==> src/rtl/vga_timing_gen.sv <==
`timescale 1ns/1ps
// ============================================================================
// vga_timing_gen
// ----------------------------------------------------------------------------
// Raster timing generator for 640x480 @ 60 Hz VGA (default geometry).
// It divides the system clock down to a one-cycle pixel enable. It then runs
// the horizontal and vertical counters (DrawX/DrawY). Sync and blanking are
// registered from the next counter values, so they line up with the counters
// in the same cycle. frame_start/frame_cnt mark each wrap to (0,0).
//
// Parameters
//   CLK_DIV                              system clocks per pixel (>= 1)
//   H_VISIBLE, H_FRONT, H_SYNC, H_BACK   horizontal timing in pixels
//   V_VISIBLE, V_FRONT, V_SYNC, V_BACK   vertical timing in lines
//   The sum of the H_* values and the sum of the V_* values must each be
//   <= 1024.
//
// Ports
//   clk          in   system clock
//   reset_n      in   asynchronous active-low reset
//   pix_tick     out  one-clk pixel enable (combinational from the divider)
//   DrawX        out  horizontal counter, 0..H_TOTAL-1
//   DrawY        out  vertical counter, 0..V_TOTAL-1
//   hs           out  horizontal sync, active low
//   vs           out  vertical sync, active low
//   display_en   out  high while the pixel is inside the visible area
//   frame_start  out  one-clk pulse when the counters register (0,0)
//   frame_cnt    out  frame counter, wraps 255 -> 0
//
// Build option
//   VGA_ROM_DELAY_EN  When defined, hs/vs/display_en pass through one extra
//                     stage that is enabled by pix_tick. They then lag
//                     DrawX/DrawY by one pixel. This matches the one-cycle
//                     synchronous font ROM read in the renderers.
// ============================================================================
module vga_timing_gen #(
    parameter int CLK_DIV   = 2,
    parameter int H_VISIBLE = 640,
    parameter int H_FRONT   = 16,
    parameter int H_SYNC    = 96,
    parameter int H_BACK    = 48,
    parameter int V_VISIBLE = 480,
    parameter int V_FRONT   = 10,
    parameter int V_SYNC    = 2,
    parameter int V_BACK    = 33
) (
    input  logic       clk,
    input  logic       reset_n,
    output logic       pix_tick,
    output logic [9:0] DrawX,
    output logic [9:0] DrawY,
    output logic       hs,
    output logic       vs,
    output logic       display_en,
    output logic       frame_start,
    output logic [7:0] frame_cnt
);

    localparam int H_TOTAL = H_VISIBLE + H_FRONT + H_SYNC + H_BACK;
    localparam int V_TOTAL = V_VISIBLE + V_FRONT + V_SYNC + V_BACK;

    // The divider needs at least one bit, even when CLK_DIV is 1.
    localparam int               DIV_W    = (CLK_DIV > 1) ? $clog2(CLK_DIV) : 1;
    localparam logic [DIV_W-1:0] DIV_LAST = DIV_W'(CLK_DIV - 1);

    localparam logic [9:0] H_LAST = 10'(H_TOTAL - 1);
    localparam logic [9:0] V_LAST = 10'(V_TOTAL - 1);

    // Region bounds are 11 bits wide, so an upper bound of 1024 cannot alias to 0.
    localparam logic [10:0] H_VIS_END = 11'(H_VISIBLE);
    localparam logic [10:0] HS_BEGIN  = 11'(H_VISIBLE + H_FRONT);
    localparam logic [10:0] HS_END    = 11'(H_VISIBLE + H_FRONT + H_SYNC);
    localparam logic [10:0] V_VIS_END = 11'(V_VISIBLE);
    localparam logic [10:0] VS_BEGIN  = 11'(V_VISIBLE + V_FRONT);
    localparam logic [10:0] VS_END    = 11'(V_VISIBLE + V_FRONT + V_SYNC);

    logic [DIV_W-1:0] div_q, div_d;
    logic [9:0]       x_q, x_d;
    logic [9:0]       y_q, y_d;
    logic             hs_q, hs_d;
    logic             vs_q, vs_d;
    logic             de_q, de_d;
    logic             fs_q, fs_d;
    logic [7:0]       fcnt_q, fcnt_d;

    // ------------------------------------------------------------------
    // Clock divider
    // ------------------------------------------------------------------
    assign pix_tick = (div_q == DIV_LAST);

    always_comb begin
        div_d = div_q + 1'b1;
        if (pix_tick) begin
            div_d = '0;
        end
    end

    // ------------------------------------------------------------------
    // Raster counters
    // ------------------------------------------------------------------
    always_comb begin
        x_d = x_q;
        y_d = y_q;
        if (pix_tick) begin
            if (x_q == H_LAST) begin
                x_d = '0;
                if (y_q == V_LAST) begin
                    y_d = '0;
                end else begin
                    y_d = y_q + 10'd1;
                end
            end else begin
                x_d = x_q + 10'd1;
            end
        end
    end

    // ------------------------------------------------------------------
    // Sync, blanking and frame marker, decoded from the next counter value
    // ------------------------------------------------------------------
    always_comb begin
        hs_d   = hs_q;
        vs_d   = vs_q;
        de_d   = de_q;
        fs_d   = 1'b0;
        fcnt_d = fcnt_q;
        if (pix_tick) begin
            hs_d = !(({1'b0, x_d} >= HS_BEGIN) && ({1'b0, x_d} < HS_END));
            vs_d = !(({1'b0, y_d} >= VS_BEGIN) && ({1'b0, y_d} < VS_END));
            de_d = ({1'b0, x_d} < H_VIS_END) && ({1'b0, y_d} < V_VIS_END);
            // The X and Y wraps on one tick count as a single frame event.
            if ((x_d == 10'd0) && (y_d == 10'd0)) begin
                fs_d   = 1'b1;
                fcnt_d = fcnt_q + 8'd1;
            end
        end
    end

    // ------------------------------------------------------------------
    // State registers
    // Reset parks the counters on the last back-porch pixel. The first tick
    // then lands on (0,0) and emits a frame_start.
    // ------------------------------------------------------------------
    always_ff @(posedge clk or negedge reset_n) begin
        if (!reset_n) begin
            div_q  <= '0;
            x_q    <= H_LAST;
            y_q    <= V_LAST;
            hs_q   <= 1'b1;
            vs_q   <= 1'b1;
            de_q   <= 1'b0;
            fs_q   <= 1'b0;
            fcnt_q <= 8'd0;
        end else begin
            div_q  <= div_d;
            x_q    <= x_d;
            y_q    <= y_d;
            hs_q   <= hs_d;
            vs_q   <= vs_d;
            de_q   <= de_d;
            fs_q   <= fs_d;
            fcnt_q <= fcnt_d;
        end
    end

    assign DrawX       = x_q;
    assign DrawY       = y_q;
    assign frame_start = fs_q;
    assign frame_cnt   = fcnt_q;

`ifdef VGA_ROM_DELAY_EN
    // ------------------------------------------------------------------
    // One-pixel delay on sync/blanking, to cover the renderer ROM read
    // ------------------------------------------------------------------
    logic hs_dly_q, hs_dly_d;
    logic vs_dly_q, vs_dly_d;
    logic de_dly_q, de_dly_d;

    always_comb begin
        hs_dly_d = hs_dly_q;
        vs_dly_d = vs_dly_q;
        de_dly_d = de_dly_q;
        if (pix_tick) begin
            hs_dly_d = hs_q;
            vs_dly_d = vs_q;
            de_dly_d = de_q;
        end
    end

    always_ff @(posedge clk or negedge reset_n) begin
        if (!reset_n) begin
            hs_dly_q <= 1'b1;
            vs_dly_q <= 1'b1;
            de_dly_q <= 1'b0;
        end else begin
            hs_dly_q <= hs_dly_d;
            vs_dly_q <= vs_dly_d;
            de_dly_q <= de_dly_d;
        end
    end

    assign hs         = hs_dly_q;
    assign vs         = vs_dly_q;
    assign display_en = de_dly_q;
`else
    assign hs         = hs_q;
    assign vs         = vs_q;
    assign display_en = de_q;
`endif

endmodule

==> config.mk <==
export PLATFORM = sky130hd
export DESIGN_NAME = vga_timing_gen
export DESIGN_NICKNAME = d
export VERILOG_FILES = /design/src/rtl/vga_timing_gen.sv
export SDC_FILE = /design/constraint.sdc
export NUM_CORES = 1
export LEC_CHECK = 0
export ABC_AREA = 1
export CAP_MARGIN = 5
export CORE_MARGIN = 2
export CORE_UTILIZATION = 54
export DETAILED_ROUTE_END_ITERATION = 7
export PLACE_DENSITY = 0.83
export RECOVER_POWER = 50
export SETUP_SLACK_MARGIN = 0.4
export SLEW_MARGIN = 20
export SYNTH_ARGS = -nofsm -noshare
export SYNTH_HDL_FRONTEND = slang
export SYNTH_SLANG_ARGS = --single-unit
==> constraint.sdc <==
create_clock -name clk -period 2.3 [get_ports clk]
set_input_delay 0.345 -clock clk [delete_from_list [all_inputs] [get_ports clk]]
set_output_delay 0.345 -clock clk [all_outputs]
set_load 0.05 [all_outputs]
# Word-level counts from Yosys, hierarchy flattened
# Index checks and enable logic that the tools add are counted.
# word_totals
out_inout_bits,33
register_bits,33
word_cells,37
inputBits,2
# op_classes
muxes,8
addsub,4
n_reduce_logical,9
n_lt_le_gt_ge,6
eq_ne,2
# op_table
operator,count
10-bit two-way mux,5
10-bit by 1-bit adder with 10-bit output (second input constant),2
10-bit equality test (second input constant),2
10-bit zero test,2
10-bit less-than comparator (second input constant),2
10-bit by 9-bit less-than comparator with 1-bit output (second input constant),2
10-bit >= comparator (second input constant),1
10-bit by 9-bit >= comparator with 1-bit output (second input constant),1
8-bit by 1-bit adder with 8-bit output (second input constant),1
1-bit logical AND,4
1-bit two-way mux,3
1-bit zero test,2
2-bit AND reduction,1
1-bit adder (second input constant),1

# Logic depth before layout (Yosys ltp)
# depth
ltp_word,8
depth_mapped,16
depth_no_buf,16

# Least setup slack after synthesis
# OpenSTA, ideal clock, no wires.
# synth_path
path_kind,flip-flop to flip-flop
startpoint,reg x_q[0] (netlist: DrawX[0])
endpoint,reg fcnt_q[2] (netlist: frame_cnt[2])
arrival_ns,2.145
period_less_slack_ns,2.263
path_buffers,0
setup_slack_ns,0.037
required_time_ns,2.182
setup_ns,0.118
path_stages_with_launch,15
cell_sequence,dfstp_2 > ha_1 > nand3_2 > nor2_4 > nand2_4 > nor2_8 > nand2_1 > nand2_2 > nand2_2 > nor2_4 > inv_1 > nor2_2 > nand4_4 > nand2_1 > nand2_1
# synth_via
elab_chain_len,6
elab_cells_between_ends,10
cone_classes,add/sub: 1; eq/ne: 1; mux: 4; reduce/logical: 4
# synth_rtl
item,line_no,source
start: declaration,78,"logic [9:0] x_q, x_d;"
start signal: assignment,147,x_q <= H_LAST;
start signal: assignment,156,x_q <= x_d;
10-bit by 1-bit adder with 10-bit output / 10-bit equality test (equally long branches),"113, 105",
10-bit two-way mux,105,if (x_q == H_LAST) begin
10-bit two-way mux,104,if (pix_tick) begin
10-bit zero test,132,if ((x_d == 10'd0) && (y_d == 10'd0)) begin
1-bit logical AND (*),132,
2-bit AND reduction (no source line) (*),--,
end signal: assignment,162,fcnt_q <= fcnt_d;
end: declaration,84,"logic [7:0] fcnt_q, fcnt_d;"
# Every way passes the cells marked *; elsewhere a longest branch is shown, timed or not.
# A chain may end at the register's enable or synchronous reset.

# Worst setup path after layout
# layout_path
startpoint,reg x_q[1] (netlist: DrawX[1])
endpoint,reg fcnt_q[0] (netlist: frame_cnt[0])
# Same word-level chain as after synthesis.

==> metrics.yaml <==
synth_top_area_share: 0.231
start_kind: "flop"
drc: 0
io_buffers: 34
grt_pass1_vias: 2054
grt_usage: 0.275
grt_pass1_wl_mm: 9.53
path_delay_family: "simple AND/OR/NAND/NOR gates"
synth_top_area_cell: "dfrtp_1"
violations: "setup timing"
cts_max_level: 2
ir_drop_uv: 463
insertion_delay_ns: 0.30
syn-num-nets: 330
synthCells: 324
synth_flop_cell: "dfrtp_1"
drv_cap: 0
path_cells: "ha_4 > nand3_4 > nor2_4 > nand2_8 > nor2_8 > nand2_1 > nand2_2 > buf_4 > nand4_1 > nor2_1 > nand3_2 > xnor2_1"
nNetsFinal: 393
fillers: 272
num_vias: 2383
avgSynthCellArea_um2: 7.02
antenna_found_initial: 0
crit_fanout: 6
reg2reg_depth: 12
hold_violations: 0
startpoint: "DrawX[1]"
routed_wl_mm: 6.54
crit_type: "flop to flop"
crit_path_end: "frame_cnt[0]"
drive_gt1_frac: 0.299
ys_top_cells_by_count: "nand2_1, inv_1, nor2_1, nand3_1, dfrtp_1"
viasPerCell: 5.44
rows: 23
worst_path_max_delay_cell: "dfstp_4"
p_leak_nw: 1.81
cp_num_buf_inv: 1
drt_iter0_drc: 246
timing.final.ws_setup_ns: -0.0296
yosysWarnings: 0
worstPathRequired_ns: 2.48
die_h_um: 68.9
rsz0062_at_grt: "true"
postSynth.asyncResetShare: 1.00
clockBufferDepth: 2
hp-class: "flop to flop"
endpoint_kind: "flop"
final_cells: 438
path_depth: 12
wl_per_cell_um: 14.9
ctsHoldBuffers: 0
die_area_um2: 4750
synth_seq_area_share: 0.370
syn_to_final_growth_pct: 39.2
cts.clk_slew.worst_paths_ns: 0.08
core_um2: 4030
cts_root_buffer: "clkbuf_8"
dp_cells: 409
ios: 35
netlist_top_cells_area: "dfrtp_1, nand2_1, dfstp_2"
p_per_area_nw_per_um2: 370
clock_sinks: 33
synth_seq_cells: 33
drt_pass1_iterations: 6
slew_violations: 0
synth_area_um2: 2270
setup_viol: 10
finalPower_mw: 1.17
cp_slowest_stage_delay_ns: 0.65
initial_core_util: 0.565
globalRouteOverflowTotal: 0
tightest_slew_ns: 0.844
antenna_cells: 0
worstReg2RegStart: "DrawX[1]"
crit_arrival_ns: 2.51
hpwl_mm: 4.01
skew_ns: 0.00770
status: "finished with violations"
grt_max_degree: 34
ant_nets: 0
max_freq_ghz: 0.429
dieWidth_um: 68.9
period_minus_slack_ns: 2.33
ys_types: 26
cts_tree: "done"
max_slew_margin: 0.437
cts_buffers: 5
period_share: 1.01
r2r_slack_ns: -0.03
synth_most_common_cell: "nand2_1"
gp_congestion: 0.906
r2r_end: "frame_cnt[0]"
synth_edf_count: 0
==> layout make-up <==
cell class | instances | area [um^2] | share of cell area
clock inverters | 3 | 46.3 | 0.0146
flip-flops and latches | 33 | 851 | 0.269
inverters | 50 | 191 | 0.0605
well taps | 50 | 62.6 | 0.0198
multi-input cells | 237 | 1400 | 0.442
clock buffers | 5 | 68.8 | 0.0217
repair buffers | 60 | 546 | 0.172
==> layout by cell type (no fill, tap or decap), drive strengths merged <==
master,instances
nand2,113
inv,49
nor2,48
buf,26
nand3,26
dfrtp,21
dlygate4sd2,18
nand4,18
dfstp,12
dlymetal6s2s,9
clkbuf,7
o21ai,7
xor2,6
nand3b,4
xnor2,4
clkdlybuf4s50,4
ha,4
a21oi,3
nor3,3
clkinvlp,2
a21boi,1
bufinv,1
clkinv,1
dlygate4sd3,1
==> power breakdown <==
group          internal [mW]  switching, mW  leakage [nW]
Combinational        0.00166         0.0113          1.34
Sequential             0.581              0         0.408
Clock                  0.324          0.252        0.0543
Total                  0.907          0.263          1.81
==> metal layers <==
layer  vias up  wire, um  global-route usage
met5         -         0                   0
met4         0       255              0.0858
met3        24       431              0.0438
met2       122      3140               0.445
met1      1097      2710               0.377
li1       1140         -                   -
==> kinds of logic (layout without fill, tap and decap cells) <==
kind of cell,count (synthesis),after routing,share of synthesized area
compound gates,11,11,0.0270
xor+xnor,10,10,0.0385
simple gates,211,212,0.446
flops,33,33,0.370
fa+ha+maj,4,4,0.0220
buf+inv,55,118,0.0968
==> how the worst min path moves through the flow <==
stage	from	end	slack, ns	cells past startpoint
4_1_cts	reset_n	DrawY[6]	0.46	2
2_1_floorplan	reset_n	DrawX[5]	0.05	0
6_report	hs	hs	0.49	2
3_5_place_dp	hs	hs	0.48	2
5_1_grt	hs	hs	0.53	2
3_3_place_gp	display_en	display_en	0.48	2
==> state kept, by name, indices dropped and copies added, names as in the netlist <==
register     count
hs               1
DrawY           10
DrawX           10
frame_cnt        8
display_en       1
pix_tick         1
frame_start      1
vs               1
==> through the flow <==
step / TNS (ns) / hold WS (ns) / cell area [um^2] / setup WS (ns) / utilization
2_1_floorplan: 0 / 0.0494 / 2330 / 0.131 / -
3_3_place_gp: 0 / 0.476 / 2740 / 0.119 / 0.681
3_5_place_dp: 0 / 0.478 / 2740 / 0.0569 / 0.681
4_1_cts: 0 / 0.464 / 2980 / 0.0791 / 0.741
5_1_grt: -1.44 / 0.526 / 3170 / -0.171 / 0.786
6_report: -0.137 / 0.488 / 3170 / -0.0296 / 0.786
==> repair_timing <==
action / CTS / global route
buffers inserted: 12 / 8
pin swaps: 15 / 30
setup endpoints to repair: 31 / 21
cloned: 1 / 0
resized for setup: 34 / 39
==> tightest hold or removal path: stages, from the launching register on <==
cell and delay (ns):
dfstp_2 0.37, nor2_1 0.07, a21oi_1 0.05
Power figures use the tool's default switching activity.
